## config.mk

```make
export PLATFORM = sky130hd
export DESIGN_NAME = alu_arbiter_flat
export DESIGN_NICKNAME = d
export VERILOG_FILES = /design/src/rtl/alu_arbiter_if.sv /design/src/rtl/alu_arbiter.sv /design/src/flat_wrapper.sv
export SDC_FILE = /design/constraint.sdc
export NUM_CORES = 1
export LEC_CHECK = 0
export ABC_CLOCK_PERIOD_IN_PS = 2750
export CAP_MARGIN = 20
export CELL_PAD_IN_SITES_DETAIL_PLACEMENT = 0
export CELL_PAD_IN_SITES_GLOBAL_PLACEMENT = 1
export CORE_MARGIN = 3
export CORE_UTILIZATION = 27
export DETAILED_ROUTE_END_ITERATION = 10
export GPL_TIMING_DRIVEN = 0
export PLACE_DENSITY = 0.92
export SLEW_MARGIN = 30
export SYNTH_ARGS = -nofsm -noshare
export SYNTH_HDL_FRONTEND = slang
export SYNTH_SLANG_ARGS = --single-unit
```

## constraint.sdc

```tcl
create_clock -name clk -period 2.75 [get_ports clk]
set_input_delay 0.825 -clock clk [delete_from_list [all_inputs] [get_ports clk]]
set_output_delay 0.825 -clock clk [all_outputs]
set_load 0.05 [all_outputs]
```

## src/rtl/alu_arbiter_if.sv

```systemverilog
// -----------------------------------------------------------------------------
// alu_arbiter_if -- requester-facing bus of the two-port ALU arbiter.
//
// Signals (master = requester side, slave = arbiter side):
//   reqN_valid  m->s  requester N has an operation pending
//   reqN_ready  s->m  arbiter accepts requester N's operation this cycle
//   reqN_func   m->s  4-bit ALU function code
//   reqN_a/b    m->s  WIDTH-bit operands
//   rspN_valid  s->m  result for requester N is available
//   rspN_ready  m->s  requester N consumes the result
//   rsp_data    s->m  captured ALU result, shared by both response channels
//   rsp_status  s->m  captured 8-bit ALU status, shared by both channels
// -----------------------------------------------------------------------------
interface alu_arbiter_if #(
  parameter int WIDTH = 16
);
  logic             req0_valid;
  logic             req0_ready;
  logic [3:0]       req0_func;
  logic [WIDTH-1:0] req0_a;
  logic [WIDTH-1:0] req0_b;

  logic             req1_valid;
  logic             req1_ready;
  logic [3:0]       req1_func;
  logic [WIDTH-1:0] req1_a;
  logic [WIDTH-1:0] req1_b;

  logic             rsp0_valid;
  logic             rsp0_ready;
  logic             rsp1_valid;
  logic             rsp1_ready;
  logic [WIDTH-1:0] rsp_data;
  logic [7:0]       rsp_status;

  modport master (
    output req0_valid, req0_func, req0_a, req0_b,
    output req1_valid, req1_func, req1_a, req1_b,
    output rsp0_ready, rsp1_ready,
    input  req0_ready, req1_ready,
    input  rsp0_valid, rsp1_valid, rsp_data, rsp_status
  );

  modport slave (
    input  req0_valid, req0_func, req0_a, req0_b,
    input  req1_valid, req1_func, req1_a, req1_b,
    input  rsp0_ready, rsp1_ready,
    output req0_ready, req1_ready,
    output rsp0_valid, rsp1_valid, rsp_data, rsp_status
  );
endinterface

```

## src/rtl/alu_arbiter.sv

```systemverilog
// -----------------------------------------------------------------------------
// alu_arbiter -- shares one pipelined ALU between two requesters.
//
// One operation is in flight at a time. In IDLE the arbiter grants the only
// valid requester, or on a tie the one not served last (round-robin). The
// accepted operands are presented to the ALU from ISSUE onward, the result is
// captured after ALU_LAT WAIT cycles and held in RESP until the granted
// requester takes it.
//
// Ports:
//   clk          single clock, rising edge
//   rst          synchronous, active-high reset
//   bus          alu_arbiter_if.slave, request/response channels
//   alu_a/alu_b  operands to the shared ALU
//   alu_func     function code to the shared ALU
//   alu_imm      immediate select, tied 0
//   alu_imm_val  immediate value, tied 0
//   alu_out      ALU result
//   alu_status   ALU status register
//   busy         high in every state except IDLE
// -----------------------------------------------------------------------------
module alu_arbiter #(
  parameter int WIDTH   = 16,
  parameter int ALU_LAT = 1     // legal range 1..7
) (
  input  logic             clk,
  input  logic             rst,
  alu_arbiter_if.slave     bus,
  output logic [WIDTH-1:0] alu_a,
  output logic [WIDTH-1:0] alu_b,
  output logic [3:0]       alu_func,
  output logic             alu_imm,
  output logic [WIDTH-1:0] alu_imm_val,
  input  logic [WIDTH-1:0] alu_out,
  input  logic [7:0]       alu_status,
  output logic             busy
);

  typedef enum logic [1:0] {
    IDLE,
    ISSUE,
    WAIT,
    RESP
  } state_t;

  // WAIT runs from this value down to 0, i.e. exactly ALU_LAT cycles.
  localparam logic [2:0] WAIT_LOAD = 3'(ALU_LAT - 1);

  state_t     state;
  logic       grant;       // requester owning the in-flight operation
  logic       last_grant;  // requester served most recently
  logic [2:0] wait_cnt;

  logic pick;
  logic idle_open;
  logic accept;
  logic handshake;

  // Arbitration choice in IDLE: a lone requester wins, a tie goes to the
  // requester that was not served last.
  // NOTE: every always_comb output gets a default first so no latch is inferred.
  always_comb begin
    pick = 1'b0;
    if (bus.req0_valid && bus.req1_valid) begin
      pick = ~last_grant;
    end else if (bus.req1_valid) begin
      pick = 1'b1;
    end
  end

  // Outputs are forced low during reset, including the first reset cycle
  // before the synchronous reset has taken effect on the state register.
  assign idle_open      = (state == IDLE) && !rst;
  assign bus.req0_ready = idle_open && bus.req0_valid && !pick;
  assign bus.req1_ready = idle_open && bus.req1_valid &&  pick;
  assign bus.rsp0_valid = !rst && (state == RESP) && !grant;
  assign bus.rsp1_valid = !rst && (state == RESP) &&  grant;
  assign busy           = !rst && (state != IDLE);

  assign accept    = (bus.req0_valid && bus.req0_ready) ||
                     (bus.req1_valid && bus.req1_ready);
  assign handshake = (bus.rsp0_valid && bus.rsp0_ready) ||
                     (bus.rsp1_valid && bus.rsp1_ready);

  assign alu_imm     = 1'b0;
  assign alu_imm_val = '0;

  // NOTE: sequential state uses non-blocking assignments so every register
  // samples the pre-edge values of the others.
  always_ff @(posedge clk) begin
    if (rst) begin
      state          <= IDLE;
      grant          <= 1'b0;
      last_grant     <= 1'b1;   // requester 0 wins the first tie
      wait_cnt       <= '0;
      alu_a          <= '0;
      alu_b          <= '0;
      alu_func       <= '0;
      bus.rsp_data   <= '0;
      bus.rsp_status <= '0;
    end else begin
      case (state)
        IDLE: begin
          if (accept) begin
            // The ALU operand registers double as the request latch, so they
            // carry the operation from ISSUE onward and hold afterwards.
            grant    <= pick;
            alu_a    <= pick ? bus.req1_a    : bus.req0_a;
            alu_b    <= pick ? bus.req1_b    : bus.req0_b;
            alu_func <= pick ? bus.req1_func : bus.req0_func;
            state    <= ISSUE;
          end
        end
        ISSUE: begin
          wait_cnt <= WAIT_LOAD;
          state    <= WAIT;
        end
        WAIT: begin
          if (wait_cnt == 3'd0) begin
            bus.rsp_data   <= alu_out;
            bus.rsp_status <= alu_status;
            state          <= RESP;
          end else begin
            wait_cnt <= wait_cnt - 3'd1;
          end
        end
        RESP: begin
          // No acceptance in the handshake cycle: IDLE is entered next cycle.
          if (handshake) begin
            last_grant <= grant;
            state      <= IDLE;
          end
        end
        default: state <= IDLE;
      endcase
    end
  end

endmodule

```

## src/flat_wrapper.sv

```systemverilog
// flat-port wrapper written by rule: the top's interface ports become plain ports
module alu_arbiter_flat 
#(
  parameter int WIDTH   = 16,
  parameter int ALU_LAT = 1                        
)
  (clk, rst, alu_a, alu_b, alu_func, alu_imm, alu_imm_val, alu_out, alu_status, busy, bus_req0_valid, bus_req0_func, bus_req0_a, bus_req0_b, bus_req1_valid, bus_req1_func, bus_req1_a, bus_req1_b, bus_rsp0_ready, bus_rsp1_ready, bus_req0_ready, bus_req1_ready, bus_rsp0_valid, bus_rsp1_valid, bus_rsp_data, bus_rsp_status);
  alu_arbiter_if #(.WIDTH(WIDTH)) bus_i ();
  input  logic clk;
  input  logic rst;
  output logic [WIDTH-1:0] alu_a;
  output logic [WIDTH-1:0] alu_b;
  output logic [3:0] alu_func;
  output logic alu_imm;
  output logic [WIDTH-1:0] alu_imm_val;
  input  logic [WIDTH-1:0] alu_out;
  input  logic [7:0] alu_status;
  output logic busy;
  input wire logic [$bits(bus_i.req0_valid)-1:0] bus_req0_valid;
  input wire logic [$bits(bus_i.req0_func)-1:0] bus_req0_func;
  input wire logic [$bits(bus_i.req0_a)-1:0] bus_req0_a;
  input wire logic [$bits(bus_i.req0_b)-1:0] bus_req0_b;
  input wire logic [$bits(bus_i.req1_valid)-1:0] bus_req1_valid;
  input wire logic [$bits(bus_i.req1_func)-1:0] bus_req1_func;
  input wire logic [$bits(bus_i.req1_a)-1:0] bus_req1_a;
  input wire logic [$bits(bus_i.req1_b)-1:0] bus_req1_b;
  input wire logic [$bits(bus_i.rsp0_ready)-1:0] bus_rsp0_ready;
  input wire logic [$bits(bus_i.rsp1_ready)-1:0] bus_rsp1_ready;
  output wire logic [$bits(bus_i.req0_ready)-1:0] bus_req0_ready;
  output wire logic [$bits(bus_i.req1_ready)-1:0] bus_req1_ready;
  output wire logic [$bits(bus_i.rsp0_valid)-1:0] bus_rsp0_valid;
  output wire logic [$bits(bus_i.rsp1_valid)-1:0] bus_rsp1_valid;
  output wire logic [$bits(bus_i.rsp_data)-1:0] bus_rsp_data;
  output wire logic [$bits(bus_i.rsp_status)-1:0] bus_rsp_status;
  assign bus_i.req0_valid = bus_req0_valid;
  assign bus_i.req0_func = bus_req0_func;
  assign bus_i.req0_a = bus_req0_a;
  assign bus_i.req0_b = bus_req0_b;
  assign bus_i.req1_valid = bus_req1_valid;
  assign bus_i.req1_func = bus_req1_func;
  assign bus_i.req1_a = bus_req1_a;
  assign bus_i.req1_b = bus_req1_b;
  assign bus_i.rsp0_ready = bus_rsp0_ready;
  assign bus_i.rsp1_ready = bus_rsp1_ready;
  assign bus_req0_ready = bus_i.req0_ready;
  assign bus_req1_ready = bus_i.req1_ready;
  assign bus_rsp0_valid = bus_i.rsp0_valid;
  assign bus_rsp1_valid = bus_i.rsp1_valid;
  assign bus_rsp_data = bus_i.rsp_data;
  assign bus_rsp_status = bus_i.rsp_status;
  alu_arbiter #(.WIDTH(WIDTH), .ALU_LAT(ALU_LAT)) u_core (.clk(clk), .rst(rst), .bus(bus_i), .alu_a(alu_a), .alu_b(alu_b), .alu_func(alu_func), .alu_imm(alu_imm), .alu_imm_val(alu_imm_val), .alu_out(alu_out), .alu_status(alu_status), .busy(busy));
endmodule
```

* After elaboration in Yosys (flattened, before gate mapping)
Index checks and enable logic that the tools add are counted.
** Cells by class
- Add/sub/neg operators :: 1
- $mul :: 0
- Divide/modulo/power cells :: 0
- Order comparisons :: 0
- Equal/unequal tests :: 7
- Shift-type cells :: 0
- Mux-type cells :: 11
- Bitwise gates (word level) :: 1
- Reduce and logical (&&, ||, !) cells :: 28
** Operators by type and width (count)
- $mux W16 :: 2
- $logic_and A1 B1 Y1 :: 14
- $pmux W2 S4 :: 1
- $reduce_and A2 Y1 :: 4
- $mux W2 :: 3
- $ne A2 B1 Y1 const B :: 3
- $pmux W3 S2 :: 1
- $eq A2 B2 Y1 const B :: 2
- $mux W4 :: 1
- $reduce_bool A2 Y1 :: 2
- $logic_not A1 Y1 :: 3
- $logic_not A3 Y1 :: 1
- $mux W3 :: 1
- $reduce_and A3 Y1 :: 1
- $sub A3 B1 Y3 const B :: 1
- $eq A2 B1 Y1 const B :: 1
- $logic_not A2 Y1 :: 1
- $logic_or A1 B1 Y1 :: 2
- $mux W1 :: 2
- $ne A2 B2 Y1 const B :: 1
- $not A1 Y1 :: 1
** Storage, ports and cells
- Register bits after elaboration :: 67
- Latch bits :: 0
- Memory bits (writable) :: 0
- Bits in read-only memories :: 0
- Input port bits :: 102
- Output and inout port bits :: 82
- Word-level logic and storage cells :: 57
- Memories kept :: 0

* Longest topological paths before layout
Gate-level depths: netlist (run 1).
- Depth after elaboration :: 8
- Mapped depth :: 8
- Gate-level depth less buffers :: 5

* Worst setup path after synthesis (run 1)
OpenSTA, ideal clock, no wires.
- Kind :: in2out
- Start :: input rst
- End :: output bus_rsp0_valid
- Arrival :: 2.330 ns
- Required time :: 1.925 ns
- Slack :: -0.405 ns
- Cell stages on the path :: 3
- Path buffers :: 2
- Cell sequence :: clkbuf_1 clkbuf_1 nor3b_1
** Between the ends
- Longest elaborated chain between the ends :: 3
** RTL lines
- start: declaration :: line flat_wrapper.sv:10 : input logic rst;
- $logic_not A1 Y1 :: line alu_arbiter.sv:76 : assign bus.rsp0_valid = !rst && (state == RESP) && !grant;
- $logic_and A1 B1 Y1 (2 in series) :: line alu_arbiter.sv:76
- end: declaration :: line flat_wrapper.sv:31 : output wire logic [$bits(bus_i.rsp0_valid)-1:0] bus_rsp0_valid;
Every way passes these cells.

* Worst setup path in the final report (run 1)
- Start :: input rst
- End :: output bus_req0_ready
** Between the ends
- Longest elaborated chain between the ends :: 4
** RTL lines
- $logic_not A1 Y1 :: line alu_arbiter.sv:73 : assign idle_open = (state == IDLE) && !rst;
- $logic_and A1 B1 Y1 :: line alu_arbiter.sv:73
- $logic_and A1 B1 Y1 (2 in series) :: line alu_arbiter.sv:74 : assign bus.req0_ready = idle_open && bus.req0_valid && !pick;
- end: declaration :: line flat_wrapper.sv:29 : output wire logic [$bits(bus_i.req0_ready)-1:0] bus_req0_ready;
Every way passes these cells.

==> flow_summary.yaml, run 1 <==
finish:
  design_area_sq_um: 5570
  finish.utilization_pct: 48.0
  fin_cells: 692
  nets: 652
  syn_to_final_growth_pct: 70.4
  drive_gt1_share_pct: 18.2
timing:
  final.period_utilization_pct: 97.0
  hold_viol_final: 0
  skew_ps: 11.0
  finalCriticalPeriod_ps: 2670
  holdWs_ps: 454
  max_freq_mhz: 375
  slew_violations: 0
  rsz0062_at_grt: "no"
  tns_ps: 0
  setup_violations: 0
  tightest_slew_ps: 770
  slew_headroom_pct: 48.7
  fin_ws_ps: 82.9
placement:
  port_buffers: 165
  dp.cells: 672
  dp_hpwl_um: 8000
  postPlaceCellArea_sq_um: 5180
  dp_worst_setup_slack_ps: -1210
  gp_congestion: 0.747
critical_path:
  cp-start-kind: "input port"
  cp.depth: 7
  cp_max_fo: 10
  cp_top_family: "buffers and inverters"
  reg2reg_depth: 7
  cpPeakStageDelay_ps: 170
  cp_slowest_cell: "buf_2"
  cp_common_cell: "buf_8"
  path_buf_inv: 4
  crit_chain: "buf_2 > nor2b_4 > buf_6 > buf_8 > nand2_1 > nor2_4 > buf_8"
  endpoint_kind: "output pin"
  critPathArrivalTime_ps: 1840
  critPathRequiredTime_ps: 1930
  critPathKind: "input port to output pin"
clock_tree:
  cts.sinks: 67
  root_buffer: "clkbuf_16"
  htreeDepth: 3
  cts_tree: "yes"
  cts_buffer_depth: 2
  clock_latency_ps: 330
  cts_inserted_buffers: 9
  cts_hold_buf: 0
  clk_pin_slew_ps: 50
run:
  maxCapViolations: 0
die:
  core_sq_um: 11600
  rows: 39
  pin_count: 184
  die_y_um: 116
  initial_utilization_pct: 28.2
  dieArea_sq_um: 13500
  dieWidth_um: 116
synthesis:
  post-synth-top-area-fraction_pct: 41.0
  syn_area_sq_um: 3270
  synth_flop_cell: "dfxtp_1"
  synth_common_cells: "dfxtp_1, a21oi_1, nand2_1"
  synth_edf_count: 0
  synth_most_common_cell: "dfxtp_1"
  yosys.area.top_type: "dfxtp_1"
  synth_cell_types: 35
  seq_area_frac_synth_pct: 41.0
  syn_avg_cell_area_sq_um: 9.40
  ys_ff_latch: 67
  netlist_instances: 348
  async_reset_ff_share_pct: 0
  synthTopCellsByArea: "dfxtp_1, mux2i_1, a211oi_2"
  yosys_warnings: 0
route:
  first_pass_iters: 4
  drcViolationCount: 0
  highest_layer: "met4"
  met2_length_um: 4820
  vias_per_cell: 4.60
  wl_met3_um: 1230
  dr_total_vias: 3184
  met1_length_um: 4290
  wl_um: 10400
  drtIter0Drc: 105
  ant_nets: 0
  wl_per_cell_um: 15.1
hold_path:
  whs_path_depth: 2
  hold_path_class: "flip-flop to flip-flop"
global_routing:
  track_usage_pct: 15.1
  grt_pass1_wl_um: 16000
  gr-total-overflow: 0
  antenna_found_initial: 1
  grt_max_degree: 14
  grt_pass1_vias: 3224
pwr:
  power_mw: 4.99
  peakVddDrop_mv: 0.402
  p_leak_nw: 2.09
  power_density_nw_per_um2: 895
run_status:
  status: "finished clean"
[what timing repair did]
item                                    CTS  global route
endpoints found under the setup margin    5             3
buffers inserted                          3             1
resized for setup                        47             6
pin swaps                                 1             0
[routing by layer]
| metal | vias up | GRT usage (%) |
|---|---|---|
| met5 | - | 0 |
| met4 | 0 | 3.48 |
| met3 | 10 | 6.84 |
| met2 | 143 | 26.0 |
| met1 | 1449 | 17.1 |
| li1 | 1582 | - |
[final cells by class]
type | count | area (sq um)
Buffer | 46 | 332
Fill cell | 1128 | 6040
Multi-Input combinational cell | 245 | 1720
Clock buffer | 9 | 225
Inverter | 5 | 18.8
Sequential cell | 67 | 1340
Tap cell | 143 | 179
Timing Repair Buffer | 169 | 1680
Clock inverter | 7 | 76.3
Antenna cell | 1 | 2.50
[tightest hold or removal path: stages, from the launching register on]
cell     delay, ps
dfxtp_1        300
nand2_1         50
a21oi_1         50
[worst paths after layout]
path                                                from                  endpoint  slack (ps)
worst max-delay path                                 rst            bus_req0_ready          80
worst max register to register           u_core.state[0]    u_core.bus.rsp_data[2]         890
worst min register to register  u_core.bus.rsp_status[3]  u_core.bus.rsp_status[3]         450
worst min-delay path            u_core.bus.rsp_status[3]  u_core.bus.rsp_status[3]         450
[cell families after synthesis]
kind of cell	Yosys count	synth area share, %
mux	38	11.6
compound gates	112	25.4
flops	67	41.0
fa+ha+maj	7	2.68
buf+inv	52	9.60
simple gates	71	9.60
other cells	1	0.115
[power breakdown]
group / switching [mW] / total (mW) / internal [mW]
Sequential: 0.126 / 1.32 / 1.19
Clock: 0.455 / 1.16 / 0.708
Combinational: 1.54 / 2.51 / 0.968
[sequential cells by signal, summed over array words and instances (netlist names)]
register               flops
u_core.alu_a              16
u_core.alu_b              16
u_core.bus.rsp_data       16
u_core.bus.rsp_status      8
u_core.alu_func            4
u_core.wait_cnt            3
u_core.state               2
u_core.grant               1
u_core.last_grant          1
[cell usage in the layout (no fill, tap or decap), types with 2 or more instances in the layout]
master / count
a211oi_1: 6
a211oi_2: 30
a21oi_1: 65
buf_2: 9
buf_4: 21
buf_6: 6
buf_8: 3
clkbuf_1: 11
clkbuf_16: 9
clkdlybuf4s50_1: 158
clkinvlp_4: 2
conb_1: 17
dfxtp_1: 67
dlygate4sd2_1: 2
ha_1: 6
inv_1: 3
inv_2: 2
inv_6: 2
mux2i_1: 38
nand2_1: 53
nand3b_1: 2
nor2_1: 2
o21ai_0: 4
No activity file was read; power rests on OpenSTA's default activity.
==> run 2, diff against run 1 <==
--- a/config.mk
+++ b/config.mk
@@ -5,16 +5,18 @@
 export SDC_FILE = /design/constraint.sdc
 export NUM_CORES = 1
 export LEC_CHECK = 0
+export ABC_AREA = 1
 export ABC_CLOCK_PERIOD_IN_PS = 2750
 export CAP_MARGIN = 20
 export CELL_PAD_IN_SITES_DETAIL_PLACEMENT = 0
 export CELL_PAD_IN_SITES_GLOBAL_PLACEMENT = 1
 export CORE_MARGIN = 3
-export CORE_UTILIZATION = 27
+export CORE_UTILIZATION = 26
+export CTS_CLUSTER_DIAMETER = 50
 export DETAILED_ROUTE_END_ITERATION = 10
 export GPL_TIMING_DRIVEN = 0
 export PLACE_DENSITY = 0.92
-export SLEW_MARGIN = 30
+export SLEW_MARGIN = 20
 export SYNTH_ARGS = -nofsm -noshare
 export SYNTH_HDL_FRONTEND = slang
 export SYNTH_SLANG_ARGS = --single-unit
==> run 2 against run 1 <==
Compared with the run above:
- area after synthesis fell by 3.1%
- via count up 4.4%
- critical path type unchanged
- clock-buffer cell count rose by 1
==> flow_summary.yaml, run 2 <==
critical_path:
  critPathRequiredTime_ps: 1930
  path_buf_inv: 4
  cp_slowest_cell: "dlygate4sd2_1"
  endpoint_kind: "output pin"
  cp_top_family: "buffers and inverters"
  critPathKind: "input port to output pin"
  cp_common_cell: "buf_6"
  critPathArrivalTime_ps: 1790
  cp_max_fo: 10
  crit_chain: "dlygate4sd2_1 > buf_6 > buf_4 > a21oi_2 > buf_6"
  cp-start-kind: "input port"
  cpPeakStageDelay_ps: 290
placement:
  port_buffers: 166
  dp_hpwl_um: 8200
  dp.cells: 714
  gp_congestion: 0.779
finish:
  final_common_cell: "clkdlybuf4s50_1"
  layout_common_cells: "clkdlybuf4s50_1, nand2_1, dfxtp_1"
  multi_input_area_sq_um: 1540
  syn_to_final_growth_pct: 71.3
  n_fill_cell: 1148
  seqCellArea_sq_um: 1340
  fin_cells: 729
  diodes: 0
  finish.utilization_pct: 46.6
  drive_gt1_share_pct: 18.3
  nets: 690
  top_regs: "u_core.alu_a: 16 flops, u_core.alu_b: 16 flops, u_core.bus.rsp_data: 16 flops"
synthesis:
  syn_area_sq_um: 3170
  seq_area_frac_synth_pct: 42.3
  ys_ff_latch: 67
  synth_edf_count: 0
  synth_common_cells: "nand2_1, dfxtp_1, nand3_1"
  yosys_warnings: 0
  syn_avg_cell_area_sq_um: 8.15
  synthTopCellsByArea: "dfxtp_1, nand2_1, o21ai_2"
  synth_most_common_cell: "nand2_1"
  yosys.area.top_type: "dfxtp_1"
  synth_flop_cell: "dfxtp_1"
  synth_cell_types: 26
  async_reset_ff_share_pct: 0
  netlist_instances: 389
  post-synth-top-area-fraction_pct: 42.3
timing:
  tns_ps: 0
  setup_violations: 0
  finalCriticalPeriod_ps: 2620
  skew_ps: 7.92
  max_freq_mhz: 382
  tightest_slew_ps: 540
  holdWs_ps: 463
  rsz0062_at_grt: "no"
  final.period_utilization_pct: 95.2
  slew_violations: 0
  slew_headroom_pct: 63.9
  hold_viol_final: 0
clock_tree:
  cts_inserted_buffers: 9
  root_buffer: "clkbuf_16"
  cts_buffer_depth: 2
  cts_tree: "yes"
  clk_pin_slew_ps: 60
  clock_latency_ps: 320
  cts_setup_buffers: 0
  htreeDepth: 3
  cts.sinks: 67
  cts_hold_buf: 0
pwr:
  power_density_nw_per_um2: 892
  power_mw: 4.84
  peakVddDrop_mv: 0.356
  p_leak_nw: 2.16
die:
  die_y_um: 116
  dieWidth_um: 116
  pin_count: 184
  initial_utilization_pct: 27.2
  rows: 39
  core_sq_um: 11700
  dieArea_sq_um: 13600
global_routing:
  grt_pass1_vias: 3373
  grt_max_degree: 20
  grt_pass1_wl_um: 16400
  antenna_found_initial: 0
  gr-total-overflow: 0
  track_usage_pct: 15.3
hold_path:
  hold_path_class: "flip-flop to flip-flop"
route:
  vias_per_cell: 4.56
  ant_nets: 0
  dr_total_vias: 3325
  wl_per_cell_um: 14.5
  drcViolationCount: 0
  wl_um: 10600
  first_pass_iters: 4
  drtIter0Drc: 123
run_status:
  status: "finished clean"
run:
  maxCapViolations: 0
==> run 2: cell count changes in the layout (fill, tap and decap cells not counted), sizes merged, moves of 3 or more <==
cell and change:
nand3 +43, nand2 +40, mux2i -38, a21oi -37, a31oi +36, a211oi -35, o21ai +34, clkbuf -10
buf +7, inv +6, nand4 +4, nor3 +3
==> run 2: path summary, 6_finish.rpt <==
kind                                             start                endpoint  slack, ps  cells after the start
worst max register to register         u_core.state[0]         u_core.alu_a[0]       1020                      6
worst min register to register  u_core.bus.rsp_data[2]  u_core.bus.rsp_data[2]        460                      2
worst min-delay path            u_core.bus.rsp_data[2]  u_core.bus.rsp_data[2]        460                      2
worst max-delay path                    bus_req1_valid          bus_req0_ready        130                      5
==> run 2: layout make-up <==
cell class	instances	area share, %
Sequential cell	67	24.7
Inverter	13	0.945
Clock inverter	6	1.66
Tap cell	143	3.29
Multi-Input combinational cell	279	28.3
Clock buffer	10	4.22
Timing Repair Buffer	166	30.5
Buffer	45	6.38
==> run 2: timing repair <==
| action | in CTS | in global routing |
|---|---|---|
| pin swaps | 0 | 1 |
| resized for setup | 45 | 7 |
| setup endpoints to repair | 5 | 5 |
==> run 2: cells by family (layout without fill, tap and decap cells) <==
kind of cell / Yosys count / after routing / synth area share [%]
xor+xnor: 1 / 1 / 0.276
fa+ha+maj: 7 / 7 / 2.76
other cells: 1 / 17 / 0.118
simple gates: 151 / 151 / 21.1
compound gates: 103 / 103 / 21.8
flops: 67 / 67 / 42.3
buf+inv: 59 / 240 / 11.6
==> run 2: tightest hold or removal path: cells and delay by family, from the launching register on <==
kind	cells	cell delay, ps
flops	1	300
compound gates	1	50
simple gates	1	60
==> run 2: through the flow <==
stage          cell area, sq um  setup WS [ps]
2_1_floorplan              3230           -189
3_3_place_gp               5070           -995
3_5_place_dp               5070          -1010
4_1_cts                    5410          -72.9
5_1_grt                    5430           80.7
6_report                   5430            132
==> run 2: per-layer routing <==
layer / GRT usage, % / share of wire, % / up-vias
li1: - / - / 1685
met1: 17.6 / 41 / 1474
met2: 26.3 / 46 / 154
met3: 5.85 / 11 / 12
met4: 4.64 / 1.2 / 0
met5: 0 / 0 / -
==> run 2: power by group <==
part,total (mW),internal (mW),switching [mW]
Sequential,1.34,1.19,0.149
Combinational,2.28,0.825,1.46
Clock,1.22,0.795,0.428
==> RTL edit 1 (config.mk and constraints of run 1) <==
Encoding of `state_t`: now one-hot (4 bits for 4 states).
--- a/src/rtl/alu_arbiter.sv
+++ b/src/rtl/alu_arbiter.sv
@@ -36,11 +36,11 @@
   output logic             busy
 );
 
-  typedef enum logic [1:0] {
-    IDLE,
-    ISSUE,
-    WAIT,
-    RESP
+  typedef enum logic [3:0] {
+    IDLE  = 4'b0001,
+    ISSUE = 4'b0010,
+    WAIT  = 4'b0100,
+    RESP  = 4'b1000
   } state_t;
 
   // WAIT runs from this value down to 0, i.e. exactly ALU_LAT cycles.
Behaviour: same outputs for any inputs over 10 cycles, from zero or initial values and one cycle with rst high; not proved beyond that.
==> RTL edit 1 against run 1 <==
  * Clock skew decreased by 0.0037 ns
  * Non-clock buffer count increased by 3
  * Worst setup slack got worse by 0.039 ns
  * Cell area decreased by 3.2%
  * Global-route usage increased by 0.84 points
  * Die area decreased by 3.2%
  * Largest cell class unchanged
  * Sequential cell count increased by 2
  * Count of clock-buffer cells in the layout increased by 1
  * Wire length increased by 3.6%
  * First-iteration DRC count increased by 48%
  * Synthesized area decreased by 3.4%
  * Fmax decreased by 1.5%
Power is not compared: it rests on default switching activity, and its combinational part moved more than twofold at a synthesized area within 25%.
==> RTL edit 1: results (changes against run 1) <==
The post-detailed-placement half-perimeter wirelength is 8260 um (+3.3%), and the count of buffers inserted at the top-level ports is 166 (+0.61%). In this run the worst hold path is classified as flip-flop to flip-flop. The aggregate routed wire length came out at 10,800 um (+3.6%). The met3 routing resource usage after global routing is 4.44% (-2.4 points), and the initial antenna violation count is 0 (-1). The post-cts resize count is 48 (+2.1%). The slowest stage of the critical path is the sky130_fd_sc_hd__a2111oi_2 cell.

The placed instance area came out at 0.00508 mm2 (-1.9%). The run gives 19.1% (+2.0 points) as the met1 global-route usage. The synthesized area per cell is 8.08 um2 (-14%), and the detailed-route via count is 3,491 (+9.6%). The pin slew with the least headroom to its limit works out to 0.687 ns (-0.0827 ns).

The tools report the number of setup buffers added after CTS as 0 (-3). The run gives 5230 um (+8.4%) as the wire length on met2. Final weighted congestion of routability-driven global placement: 0.817 (+9.4%).

For the via count of the first global-routing pass, the log shows 3,385 (+5.0%). The largest stage delay on the critical path works out to 0.35 ns (+0.18 ns). The amount of wire on met3 after detailed routing came out at 867 um (-29%). The logs give 15.9% (+0.84 points) for the all-layer global routing usage and 713 (+6.1%) for the placed cell count.

The run finished with clean final reports. The proportion of power drawn by the clock network is 34.0%. The share of async-settable or async-resettable flops after synthesis is 0% (unchanged). The run gives 27.6% (+1.6 points) as the fraction of met2 tracks used by global routing.

The run gives 16,900 um (+5.5%) as the wire length of the first global-routing pass. The number of distinct standard cells referenced by the synthesized netlist is 34 (-2.9%), and the post-route clock skew is 0.00724 ns (-0.00371 ns). The fraction of the yosys area taken by sequential cells was 43.7% (+2.7 points); the maximum number of pins on one net before global-route repair was 20 (+6). The run gives 2 (unchanged) as the largest buffer count on any clock path. Sorting the synthesized cells by area gives the leading types as sky130_fd_sc_hd__dfxtp_1, sky130_fd_sc_hd__a311oi_1, sky130_fd_sc_hd__a21oi_1.

For the setup slack at placement, the log shows -1.25 ns (-0.0406 ns). By count the netlist is led by sky130_fd_sc_hd__nand2_1, sky130_fd_sc_hd__dfxtp_1, sky130_fd_sc_hd__a21oi_1, sky130_fd_sc_hd__a311oi_1, sky130_fd_sc_hd__o21ai_1. The tools report the antenna diode count as 0 (-1). The detailed router's first-iteration violation count was 155 (+48%).
==> RTL edit 1: cell types whose count changed after synthesis, moves of 9 or more <==
cell | run 1 | this run
sky130_fd_sc_hd__a311oi_1 | 0 | 36
sky130_fd_sc_hd__mux2i_1 | 38 | 1
sky130_fd_sc_hd__nand2_1 | 53 | 74
sky130_fd_sc_hd__a211oi_2 | 30 | 1
sky130_fd_sc_hd__o21ai_1 | 0 | 26
sky130_fd_sc_hd__nand3_1 | 1 | 24
sky130_fd_sc_hd__clkbuf_1 | 14 | 23
==> RTL edit 1: kinds of logic (layout without fill, tap and decap cells) <==
group / after synthesis / count (layout) / share of synthesized area (%)
buf+inv: 61 / 240 / 9.74
mux: 4 / 4 / 1.39
other cells: 1 / 17 / 0.119
compound gates: 133 / 133 / 26.6
fa+ha+maj: 2 / 2 / 0.792
flops: 69 / 69 / 43.7
xor+xnor: 1 / 1 / 0.277
simple gates: 120 / 120 / 17.4
==> RTL edit 1: worst paths after layout <==
path	cells past startpoint	start	to	slack [ns]
worst min register to register	2	u_core.bus.rsp_data[0]	u_core.bus.rsp_data[0]	0.48
worst max register to register	7	u_core.wait_cnt[0]	u_core.wait_cnt[2]	0.49
worst max-delay path	4	rst	bus_req0_ready	0.04
worst min-delay path	2	u_core.bus.rsp_data[0]	u_core.bus.rsp_data[0]	0.48
==> RTL edit 1: cell type report <==
class / count / area [um2] / share of cell area [%]
tap: 140 / 175 / 3.25
multi-input combinational: 277 / 1570 / 29.0
buffer: 52 / 295 / 5.47
inverter: 7 / 26.3 / 0.487
sequential: 69 / 1380 / 25.6
timing repair buffer: 166 / 1650 / 30.6
clock inverter: 5 / 60.1 / 1.11
clock buffer: 10 / 239 / 4.43
==> RTL edit 2 (flow settings as in run 1) <==
Made on the original files. `WIDTH` is set to 16 in 3 places; all go to 32.
--- a/src/rtl/alu_arbiter_if.sv
+++ b/src/rtl/alu_arbiter_if.sv
@@ -12,7 +12,7 @@
 //   rsp_status  s->m  captured 8-bit ALU status, shared by both channels
 // -----------------------------------------------------------------------------
 interface alu_arbiter_if #(
-  parameter int WIDTH = 16
+  parameter int WIDTH = 32
 );
   logic             req0_valid;
   logic             req0_ready;
--- a/src/rtl/alu_arbiter.sv
+++ b/src/rtl/alu_arbiter.sv
@@ -20,7 +20,7 @@
 //   busy         high in every state except IDLE
 // -----------------------------------------------------------------------------
 module alu_arbiter #(
-  parameter int WIDTH   = 16,
+  parameter int WIDTH   = 32,
   parameter int ALU_LAT = 1     // legal range 1..7
 ) (
   input  logic             clk,
--- a/src/flat_wrapper.sv
+++ b/src/flat_wrapper.sv
@@ -1,7 +1,7 @@
 // flat-port wrapper written by rule: the top's interface ports become plain ports
 module alu_arbiter_flat 
 #(
-  parameter int WIDTH   = 16,
+  parameter int WIDTH   = 32,
   parameter int ALU_LAT = 1                        
 )
   (clk, rst, alu_a, alu_b, alu_func, alu_imm, alu_imm_val, alu_out, alu_status, busy, bus_req0_valid, bus_req0_func, bus_req0_a, bus_req0_b, bus_req1_valid, bus_req1_func, bus_req1_a, bus_req1_b, bus_rsp0_ready, bus_rsp1_ready, bus_req0_ready, bus_req1_ready, bus_rsp0_valid, bus_rsp1_valid, bus_rsp_data, bus_rsp_status);
Ports: changed (9 resized); port bits go from 184 to 328. No check against the original RTL was run, so the function may have changed too.
==> RTL edit 2 against run 1 <==
  * Wire length increased by 84%
  * Synthesized area rose by 63%
  * Worst setup slack worse by 0.026 ns
  * First-iteration DRC count is 90% higher
  * Synthesized cell count is 68% higher
  * Total power increased by 77%
  * Cell area rose by 69%
  * Sequential cell count grew 48
  * Critical path type unchanged
  * Highest routed layer unchanged
==> RTL edit 2: results (changes against run 1) <==
The vias per cell was 4.43 (-3.8%). The via count of the first global-routing pass was 5,373 (+67%). Yosys attributes the largest share of cell area to sky130_fd_sc_hd__dfxtp_1, sky130_fd_sc_hd__mux2i_1, sky130_fd_sc_hd__a21oi_1.

The final weighted congestion of routability-driven global placement was 0.764 (+2.2%); the placed cell count was 1,168 (+74%). For the post-route clock skew, the log shows 0.0163 ns (+0.00537 ns). The critical-path cell with the highest stage delay is sky130_fd_sc_hd__clkdlybuf4s15_2. The share of cell area taken by muxes after synthesis is 13.2% (+1.5 points), and the depth of the most critical reg-to-reg path is 8 (+1). For the maximum number of pins on one net before global-route repair, the log shows 18 (+4).

The per-cell routed wire length was 15.9 um (+5.7%); the TritonCTS buffer count was 17 (+8). The count of buffers inserted at the top-level ports is 293 (+78%). The all-layer global routing usage is 17.1% (+2.0 points).

The aggregate routed wire length is 19,200 um (+84%). The number of distinct standard cells referenced by the synthesized netlist is 38 (+8.6%). The wire length of the first global-routing pass was 29,200 um (+83%). The proportion of layout cells with a drive suffix above 1 is 13.6% (-4.7 points), and the fraction of the yosys area taken by sequential cells is 43.2% (+2.2 points). The run gives 0.420 mV (+4.2%) as the largest voltage drop on the vdd net.

The number of search-and-repair iterations in the first detailed-routing pass is 4 (unchanged). The tools report the initial antenna violation count as 0 (-1). The antenna diode count was 0 (-1); the remaining max-slew budget at the tightest pin was 52.4% (+3.7 points).

The number of inserted filler cells in the final layout is 1,824 (+62%), and the share of the synthesized area in compound gates (AO/OA/AOI/OAI) is 23.6% (-1.8 points). H-tree level count: 4 (+1). The later-pin clock latency in the skew report is 0.42 ns (+0.09 ns), and the setup slack at placement is -1.30 ns (-0.0932 ns).

The adder and majority cell fraction of the synthesized area works out to 1.64% (-1.0 points). For the post-detailed-placement half-perimeter wirelength, the log shows 14,900 um (+87%). For the detailed router's first-iteration violation count, the log shows 199 (+90%).

The largest registers in the layout are u_core.alu_a x32, u_core.alu_b x32, u_core.bus.rsp_data x32. The synthesized area per cell came out at 9.14 um2 (-2.8%). The flow ran to the end, and the final reports show no timing, DRC or antenna violations.

The commonest cells after synthesis are sky130_fd_sc_hd__dfxtp_1, sky130_fd_sc_hd__a21oi_1, sky130_fd_sc_hd__nand2_1, sky130_fd_sc_hd__mux2i_1, sky130_fd_sc_hd__a211oi_1.
RTL edit 2: cell count changes after synthesis, moves of 3 or more:
| cell | delta |
|---|---|
| sky130_fd_sc_hd__a211oi_1 | +42 |
| sky130_fd_sc_hd__a211oi_2 | -10 |
| sky130_fd_sc_hd__a21oi_1 | +47 |
| sky130_fd_sc_hd__buf_2 | +9 |
| sky130_fd_sc_hd__buf_4 | +16 |
| sky130_fd_sc_hd__clkbuf_1 | +14 |
| sky130_fd_sc_hd__dfxtp_1 | +48 |
| sky130_fd_sc_hd__mux2i_1 | +32 |
| sky130_fd_sc_hd__nand2_1 | +33 |
| sky130_fd_sc_hd__o21ai_0 | -3 |
RTL edit 2: what timing repair did:
action | in CTS | in global routing
buffers inserted | 1 | 3
setup endpoints to repair | 5 | 5
resized for setup | 38 | 6
pin swaps | 0 | 0
hold buffers | 0 | 0
RTL edit 2: final cells by class:
class | instances | area share [%]
Sequential cell | 115 | 24.4
Clock buffer | 20 | 4.94
Clock inverter | 12 | 2.15
Tap cell | 260 | 3.44
Buffer | 87 | 5.76
Timing Repair Buffer | 297 | 31.2
Multi-Input combinational cell | 406 | 27.9
Inverter | 6 | 0.238
RTL edit 2: per-stage QoR:
step	total power [mW]	area, um2
after floorplan	4.95	5460
after global placement	6.30	8720
after detailed placement	6.34	8720
after CTS	8.89	9440
after global routing	9.27	9450
final	8.82	9450
RTL edit 2: cell families after synthesis:
logic type,count (synthesis)
compound gates,191
flops,115
simple gates,105
buf+inv,94
mux,70
fa+ha+maj,7
other cells,1
RTL edit 2: path summary, 6_finish.rpt:
path	start	endpoint	slack (ns)
setup reg to reg	u_core.state[0]	u_core.alu_b[29]	0.60
hold / removal	u_core.bus.rsp_data[16]	u_core.bus.rsp_data[16]	0.45
hold reg to reg	u_core.bus.rsp_data[16]	u_core.bus.rsp_data[16]	0.45
setup / recovery	rst	busy	0.06
RTL edit 2: per-layer routing:
metal | global-route usage [%] | share of wire (%) | vias up
met1 | 18.7 | 40 | 2397
met3 | 7.14 | 8.5 | 15
met5 | 0 | 0 | -
met4 | 3.86 | 1.0 | 0
li1 | - | - | 2698
met2 | 30.8 | 50 | 216
RTL edit 2: worst max-delay path, delay by kind of cell:
family	cells	cell delay, ns
buf+inv	4	0.96
simple gates	1	0.08
RTL edit 2: power groups by stage:
stage	sequential [mW]	clock, mW	combinational, mW
after floorplan	3.46	0	1.49
after global placement	2.27	0	4.02
after detailed placement	2.29	0	4.05
after CTS	2.26	2.55	4.08
after global routing	2.30	2.62	4.34
final	2.26	2.49	4.08
